File: src/rtl/ycbcr2rgb_stream_if.sv
// ycbcr2rgb_stream_if: pixel-stream bundle for ycbcr2rgb_stream.
// The master drives the YCbCr beats and out_ready; the slave (the converter) drives the RGB side.
interface ycbcr2rgb_stream_if #(
  parameter int LANES = 8,
  parameter int BW = 3
);
  logic in_valid, in_ready, out_valid, out_ready, out_last;
  logic [8*LANES-1:0] in_y, in_cb, in_cr, out_r, out_g, out_b;
  logic [BW-1:0] out_beat;
  modport master(
    output in_valid, in_y, in_cb, in_cr, out_ready,
    input in_ready, out_valid, out_r, out_g, out_b, out_beat, out_last
  );
  modport slave(
    input in_valid, in_y, in_cb, in_cr, out_ready,
    output in_ready, out_valid, out_r, out_g, out_b, out_beat, out_last
  );
endinterface

File: src/rtl/ycbcr2rgb_stream.sv
// ycbcr2rgb_stream: 2-stage pipelined JFIF YCbCr->RGB converter with beat framing and backpressure.
// Define YCBCR_SATCNT_EN to add the 16-bit saturating clamp counter port sat_count.
module ycbcr2rgb_stream #(
  parameter int BLK = 8,
  parameter int LANES = 8,
  parameter int FRAC = 8
) (
  input logic clk,
  input logic rst,
  ycbcr2rgb_stream_if.slave s
`ifdef YCBCR_SATCNT_EN
  ,
  output logic [15:0] sat_count
`endif
);
  localparam int BEATS = BLK * BLK / LANES;
  localparam int BW = BEATS > 1 ? $clog2(BEATS) : 1;
  localparam int W = FRAC + 12;
  localparam logic signed [W-1:0] KRC = W'(((64'd1402000 << FRAC) + 64'd500000) / 64'd1000000);
  localparam logic signed [W-1:0] KGB = W'(((64'd344136 << FRAC) + 64'd500000) / 64'd1000000);
  localparam logic signed [W-1:0] KGC = W'(((64'd714136 << FRAC) + 64'd500000) / 64'd1000000);
  localparam logic signed [W-1:0] KBB = W'(((64'd1772000 << FRAC) + 64'd500000) / 64'd1000000);
  localparam logic signed [W-1:0] RND = W'(1) << (FRAC - 1);
  localparam logic signed [W-1:0] C128 = W'(128);
  localparam logic signed [W-1:0] MAX8 = W'(255);
  localparam logic [BW-1:0] LAST = BW'(BEATS - 1);

  function automatic logic signed [W-1:0] ctr(input logic [7:0] c);
    return $signed(W'(c)) - C128;
  endfunction

  function automatic logic [7:0] clip(input logic signed [W-1:0] v);
    logic signed [W-1:0] t;
    t = v >>> FRAC;
    return t[W-1] ? 8'd0 : t > MAX8 ? 8'd255 : t[7:0];
  endfunction

  logic stall, acc;
  logic v1_q, v1_d, v2_q, v2_d;
  logic [BW-1:0] cnt_q, cnt_d, b1_q, b1_d, b2_q, b2_d;
  logic signed [W-1:0] yf_q [LANES], yf_d [LANES], pr_q [LANES], pr_d [LANES];
  logic signed [W-1:0] pgb_q [LANES], pgb_d [LANES], pgc_q [LANES], pgc_d [LANES];
  logic signed [W-1:0] pb_q [LANES], pb_d [LANES];
  logic signed [W-1:0] rs [LANES], gs [LANES], bs [LANES];
  logic [8*LANES-1:0] r_q, r_d, g_q, g_d, bb_q, bb_d;

  // in_ready depends only on the output register and out_ready, never on in_valid
  assign stall = v2_q & ~s.out_ready;
  assign acc = s.in_valid & ~stall;
  assign s.in_ready = ~stall;
  assign s.out_valid = v2_q;
  assign s.out_r = r_q;
  assign s.out_g = g_q;
  assign s.out_b = bb_q;
  assign s.out_beat = b2_q;
  assign s.out_last = v2_q & (b2_q == LAST);

  always_comb begin
    v1_d = acc;
    v2_d = v1_q;
    cnt_d = !acc ? cnt_q : cnt_q == LAST ? '0 : cnt_q + BW'(1);
    b1_d = cnt_q;
    b2_d = b1_q;
    for (int i = 0; i < LANES; i++) begin
      yf_d[i] = W'(s.in_y[8*i +: 8]) << FRAC;
      pr_d[i] = KRC * ctr(s.in_cr[8*i +: 8]);
      pgb_d[i] = KGB * ctr(s.in_cb[8*i +: 8]);
      pgc_d[i] = KGC * ctr(s.in_cr[8*i +: 8]);
      pb_d[i] = KBB * ctr(s.in_cb[8*i +: 8]);
      rs[i] = yf_q[i] + pr_q[i] + RND;
      gs[i] = yf_q[i] - pgb_q[i] - pgc_q[i] + RND;
      bs[i] = yf_q[i] + pb_q[i] + RND;
      r_d[8*i +: 8] = clip(rs[i]);
      g_d[8*i +: 8] = clip(gs[i]);
      bb_d[8*i +: 8] = clip(bs[i]);
    end
  end

  always_ff @(posedge clk or posedge rst)
    if (rst) begin
      v1_q <= 1'b0;
      v2_q <= 1'b0;
      cnt_q <= '0;
      b1_q <= '0;
      b2_q <= '0;
      yf_q <= '{default: '0};
      pr_q <= '{default: '0};
      pgb_q <= '{default: '0};
      pgc_q <= '{default: '0};
      pb_q <= '{default: '0};
      r_q <= '0;
      g_q <= '0;
      bb_q <= '0;
    end else if (!stall) begin
      v1_q <= v1_d;
      v2_q <= v2_d;
      cnt_q <= cnt_d;
      b1_q <= b1_d;
      b2_q <= b2_d;
      yf_q <= yf_d;
      pr_q <= pr_d;
      pgb_q <= pgb_d;
      pgc_q <= pgc_d;
      pb_q <= pb_d;
      r_q <= r_d;
      g_q <= g_d;
      bb_q <= bb_d;
    end

`ifdef YCBCR_SATCNT_EN
  function automatic logic clipped(input logic signed [W-1:0] v);
    logic signed [W-1:0] t;
    t = v >>> FRAC;
    return t[W-1] | (t > MAX8);
  endfunction

  logic [3*LANES-1:0] sat_q, sat_d;
  logic [15:0] sc_q, sc_d;
  logic [16:0] sc_sum;

  // clamp flags ride in S2 next to the pixels they describe
  always_comb begin
    for (int i = 0; i < LANES; i++)
      sat_d[3*i +: 3] = {clipped(rs[i]), clipped(gs[i]), clipped(bs[i])};
    sc_sum = {1'b0, sc_q};
    for (int j = 0; j < 3*LANES; j++)
      sc_sum = sc_sum + 17'(sat_q[j]);
    sc_d = !(v2_q & s.out_ready) ? sc_q : sc_sum[16] ? 16'hFFFF : sc_sum[15:0];
  end

  always_ff @(posedge clk or posedge rst)
    if (rst) begin
      sat_q <= '0;
      sc_q <= '0;
    end else if (!stall) begin
      sat_q <= sat_d;
      sc_q <= sc_d;
    end

  assign sat_count = sc_q;
`endif
endmodule

File: src/flat_wrapper.sv
// flat-port wrapper written by rule: the top's interface ports become plain ports
module ycbcr2rgb_stream_flat 
#(
  parameter int BLK = 8,
  parameter int LANES = 8,
  parameter int FRAC = 8
)
  (clk, rst, s_in_valid, s_in_y, s_in_cb, s_in_cr, s_out_ready, s_in_ready, s_out_valid, s_out_r, s_out_g, s_out_b, s_out_beat, s_out_last);
  ycbcr2rgb_stream_if #(.LANES(LANES)) s_i ();
  input logic clk;
  input logic rst;
  input wire logic [$bits(s_i.in_valid)-1:0] s_in_valid;
  input wire logic [$bits(s_i.in_y)-1:0] s_in_y;
  input wire logic [$bits(s_i.in_cb)-1:0] s_in_cb;
  input wire logic [$bits(s_i.in_cr)-1:0] s_in_cr;
  input wire logic [$bits(s_i.out_ready)-1:0] s_out_ready;
  output wire logic [$bits(s_i.in_ready)-1:0] s_in_ready;
  output wire logic [$bits(s_i.out_valid)-1:0] s_out_valid;
  output wire logic [$bits(s_i.out_r)-1:0] s_out_r;
  output wire logic [$bits(s_i.out_g)-1:0] s_out_g;
  output wire logic [$bits(s_i.out_b)-1:0] s_out_b;
  output wire logic [$bits(s_i.out_beat)-1:0] s_out_beat;
  output wire logic [$bits(s_i.out_last)-1:0] s_out_last;
  assign s_i.in_valid = s_in_valid;
  assign s_i.in_y = s_in_y;
  assign s_i.in_cb = s_in_cb;
  assign s_i.in_cr = s_in_cr;
  assign s_i.out_ready = s_out_ready;
  assign s_in_ready = s_i.in_ready;
  assign s_out_valid = s_i.out_valid;
  assign s_out_r = s_i.out_r;
  assign s_out_g = s_i.out_g;
  assign s_out_b = s_i.out_b;
  assign s_out_beat = s_i.out_beat;
  assign s_out_last = s_i.out_last;
  ycbcr2rgb_stream #(.BLK(BLK), .LANES(LANES), .FRAC(FRAC)) u_core (.clk(clk), .rst(rst), .s(s_i));
endmodule
File: config.mk
export PLATFORM = sky130hd
export DESIGN_NAME = ycbcr2rgb_stream_flat
export DESIGN_NICKNAME = d
export VERILOG_FILES = /design/src/rtl/ycbcr2rgb_stream_if.sv /design/src/rtl/ycbcr2rgb_stream.sv /design/src/flat_wrapper.sv
export SDC_FILE = /design/constraint.sdc
export NUM_CORES = 2
export LEC_CHECK = 0
export ABC_CLOCK_PERIOD_IN_PS = 72400
export CORE_MARGIN = 2
export CORE_UTILIZATION = 68
export DETAILED_ROUTE_END_ITERATION = 7
export PLACE_DENSITY = 0.88
export SLEW_MARGIN = 5
export SYNTH_ARGS = -nofsm -noshare
export SYNTH_HDL_FRONTEND = slang
export SYNTH_SLANG_ARGS = --single-unit
File: constraint.sdc
create_clock -name clk -period 72.4 [get_ports clk]
set_input_delay 21.72 -clock clk [delete_from_list [all_inputs] [get_ports clk]]
set_output_delay 21.72 -clock clk [all_outputs]
set_load 0.01 [all_outputs]
# Yosys cells after proc, flatten, opt, wreduce, memory -nomap -nowiden
# Index checks and enable logic that the tools add are counted.
# Widths: inputs -> output; s select.
# totals
out_inout_bits	198
word_cells	234
register_bits	875
# classes
add_sub_neg	73
order_cmp	24
n_bitwise	5
mux	49
mul	32
eq_ne	2
n_reduce_logical	1
# op_table
op	count
$add 20x9->20 const B	24
$mux 8	48
$add 17x20->20	16
$gt 12x9->1 const B	24
$mul 10x20->20 const A	8
$mul 5x20->17 const A	8
$mul 9x20->19 const A	8
$mul 9x20->20 const A	8
$sub 17x20->20	8
$sub 20x20->20	8
$sub 8x8->9 const B	16
$eq 3x3->1 const B	2
$add 3x1->3 const B	1
$and 1x1->1	3
$mux 3	1
$not 1->1	2
$reduce_and 2->1	1

# Depth between registers and ports, before layout
# logic_depth
ltp_word	6
depth_mapped	20
mapped_depth_nobuf	19

# Worst setup path after synthesis
# No wires, ideal clock.
# synth_timing
path_type	input-to-output
from	input s_out_ready
to	output s_in_ready
n_path_buf	5
arrival_ns	23.209
path_slack_ns	27.471
stages	7
cell_sequence	nor2b_1 clkbuf_1 inv_1 clkbuf_1 buf_1 clkbuf_1 buf_1
# synth_between
elab_chain_cells	3
# synth_lines
item	line	text
start, declared	flat_wrapper.sv:16	input wire logic [$bits(s_i.out_ready)-1:0] s_out_ready;
$not 1->1	ycbcr2rgb_stream.sv:48	assign stall = v2_q & ~s.out_ready;
$and 1x1->1	ycbcr2rgb_stream.sv:48	
$not 1->1 (no source line)	n/a	
end, declared	flat_wrapper.sv:17	output wire logic [$bits(s_i.in_ready)-1:0] s_in_ready;
# Every way passes these cells.

# Worst setup path after layout
# Ends and elaborated chain as after synthesis.

==> flow_metrics.env <==
export IMPL_clockBufferDepth=3
export IMPL_status="complete, no violations"
export IMPL_synth_ff_type="dfrtp_1"
export IMPL_finalSetupTns_ns=0
export IMPL_cp_common_cell="clkdlybuf4s50_1"
export IMPL_io_pins=394
export IMPL_cp_end_kind="primary output"
export IMPL_max_freq_ghz=0.0222
export IMPL_grt_total_usage_pct=32.7
export IMPL_routed_wl_um=199000
export IMPL_syn_mean_instance_area_sq_um=9.08
export IMPL_max_cap_violations=0
export IMPL_cts_setup_buffers=0
export IMPL_synth_cells=8998
export IMPL_place_gp_congestion=0.942
export IMPL_seqPwrFrac_pct=20.9
export IMPL_cp_max_fo=56
export IMPL_grt_antenna_before_repair=18
export IMPL_fin_crit_sh_pct=62.2
export IMPL_fp_dieH_um=351
export IMPL_fin_ws_ns=27.33
export IMPL_routedWlPerCell_um=18.1
export IMPL_cp_required_ns=50.68
export IMPL_num_vias=64600
export IMPL_cts_tree="yes"
export IMPL_final_instance_count_excl_fill=11000
export IMPL_area_growth_pct=10.7
export IMPL_synthTopCellsByArea="dfrtp_1, ha_1, fa_1"
export IMPL_synth_seq_cells=771
export IMPL_crit_type="in2out"
export IMPL_die_area_sq_um=123000
export IMPL_critical_path_buf_inv_count=3
export IMPL_switching_share_pct=45.7
export IMPL_routed_via_density=5.87
export IMPL_crit_arrival_ns=23.35
export IMPL_drive_above_1_share_pct=4.10
export IMPL_first_pass_iters=5
export IMPL_relSlewSlack_pct=20.9
export IMPL_dpl_cell_area_sq_um=87200
export IMPL_synth_area_sq_um=81700
export IMPL_post_cts_resized=0
export IMPL_cpPeakStageDelay_ns=0.54
export IMPL_cellLeakagePower_nw=45.9
export IMPL_synth_cell_types=96
export IMPL_ys_warn_count=0
export IMPL_hpwl_um=154000
export IMPL_hold_violations=0
export IMPL_port_buffers=393
export IMPL_p_clk_share_pct=14.3
export IMPL_ys_seq_area_share_pct=23.6
export IMPL_combinationalPowerShare_pct=64.8
export IMPL_power_total_mw=3.55
export IMPL_drt_iter0_markers=4144
export IMPL_synth_top_cell_area_share_pct=23.6
export IMPL_grt_pass1_vias=67500
export IMPL_power_density_nw_per_um2=39.2
export IMPL_crit_path_top_delay_cell="clkdlybuf4s50_1"
export IMPL_path_delay_family="buffers and inverters"
export IMPL_core_sq_um=119000
export IMPL_grt_start_max_net_pins=215
export IMPL_layout_min_cycle_time_ns=45.07
export IMPL_start_util_pct=68.4
export IMPL_clk_latency_ns=0.68
export IMPL_synth_top_cell_by_area="dfrtp_1"
export IMPL_die_x_um=351
export IMPL_synthTopCellsByCount="inv_1, ha_1, dfrtp_1"
export IMPL_numClockSinks=771
export IMPL_slew_violations=0
export IMPL_nNetsFinal=11500
export IMPL_async_reset_ff_share_pct=100
export IMPL_drc=0
export IMPL_holdWs_ns=0.473
export IMPL_dp_cells=10800
export IMPL_grt_ovfl_total=0
export IMPL_cts_clk_slew_worst_paths_ns=0.06
export IMPL_synth_edff_count=0
export IMPL_htreeDepth=3
export IMPL_postCtsHoldBufs=0
export IMPL_clockRootBuffer="clkbuf_16"
export IMPL_synth_most_common_cell="inv_1"
export IMPL_hold_class="reg2reg"
export IMPL_tightest_slew_ns=1.17
export IMPL_post_place_ws_ns=27.34
export IMPL_setup_violations=0
export IMPL_rsz0062_at_grt="no"
export IMPL_skew_ns=0.0281
export IMPL_postLayoutCellArea_sq_um=90500
export IMPL_worstSetupStartpointType="input port"
export IMPL_switching_power_mw=1.62
export IMPL_grt_pass1_wl_um=327000
export IMPL_irDropWorstVdd_mv=0.0329
export IMPL_cts_buffers=90
export IMPL_timing_critical_path_cells="clkdlybuf4s50_1 -> nor2b_4 -> inv_8 -> clkdlybuf4s50_1"
export IMPL_syn_nets=11200
export IMPL_internal_power_mw=1.93
export IMPL_final_util_pct=75.7
export IMPL_rows=127
export IMPL_antenna_left=0
[cell type report]
class | instances | area, sq um
diodes | 11 | 27.5
multi-input cells | 6327 | 55300
fillers | 8076 | 29000
well taps | 1612 | 2020
clock buffers | 126 | 2710
clock inverters | 35 | 556
inverters | 1699 | 6390
flip-flops and latches | 771 | 19300
repair buffers | 422 | 4180
[power groups by stage]
stage	clock network [mW]	registers, mW	logic, mW
after global placement	0	0.737	2.13
after floorplan	0	0.716	1.67
after detailed placement	0	0.744	2.25
final	0.507	0.743	2.30
after global routing	0.530	0.760	2.57
after CTS	0.513	0.740	2.28
[logic make-up (layout without fill, tap and decap cells)]
logic type / Yosys count / after routing / share of synthesized area (%)
buf+inv: 1900 / 2282 / 8.73
fa+ha+maj: 1996 / 1996 / 35.6
mux: 65 / 65 / 0.830
simple gates: 1860 / 1860 / 10.3
flops: 771 / 771 / 23.6
compound gates: 1799 / 1799 / 14.4
xor+xnor: 607 / 607 / 6.51
other cells: 0 / 11 / 0
[worst min-delay path, delay by kind of cell (launching register included)]
kind,cells,cell delay [ns]
flip-flops,1,0.34
AND/OR/NAND/NOR,2,0.11
[path summary, 6_finish.rpt]
check                                              endpoint  cells past startpoint  slack, ns                           start
min in group asynchronous       u_core.pb_q[47]$_DFFE_PP0N_                      2      21.54                             rst
max reg2reg                  u_core.s.out_r[15]$_DFFE_PP0N_                      8      67.97  u_core.s.out_valid$_DFFE_PP0N_
max in group asynchronous      u_core.pb_q[135]$_DFFE_PP0N_                      6      46.76                             rst
min reg2reg                u_core.s.out_beat[2]$_DFFE_PP0N_                      2       0.47      u_core.b1_q[2]$_DFFE_PP0N_
min                        u_core.s.out_beat[2]$_DFFE_PP0N_                      2       0.47      u_core.b1_q[2]$_DFFE_PP0N_
max                                              s_in_ready                      4      27.33                     s_out_ready
[state kept, by name (all words and copies together), names as in the netlist]
register,count
u_core.s.out_valid,1
u_core.pgc_q,144
u_core.b1_q,3
u_core.b1_d,3
u_core.s.out_b,64
u_core.pb_q,125
u_core.s.out_g,64
u_core.pr_q,120
u_core.s.out_r,64
u_core.yf_q,64
u_core.s.out_beat,3
u_core.pgb_q,115
u_core.v1_q,1
[cells in the final DEF (no fill, tap or decap), drive strengths merged, types with 118 or more instances in the layout]
cell	n
inv	1695
ha	1444
dfrtp	771
nand2	651
a21oi	629
nor2	567
fa	552
xnor2	440
clkdlybuf4s50	393
o21ai	363
xor2	167
nor3	149
o21bai	129
clkbuf	126
a21o	118
[routing by layer]
| layer | vias to the layer above | GRT usage, % | share of wire, % | wire (um) |
|---|---|---|---|---|
| li1 | 30600 | - | - | - |
| met2 | 1896 | 56.7 | 49 | 97500 |
| met3 | 615 | 5.39 | 6.1 | 12200 |
| met5 | - | 0 | 0.075 | 150 |
| met1 | 31500 | 39.9 | 40 | 79900 |
| met4 | 24 | 14.9 | 4.7 | 9260 |
Note: power is estimated with default switching activity, not from simulation.
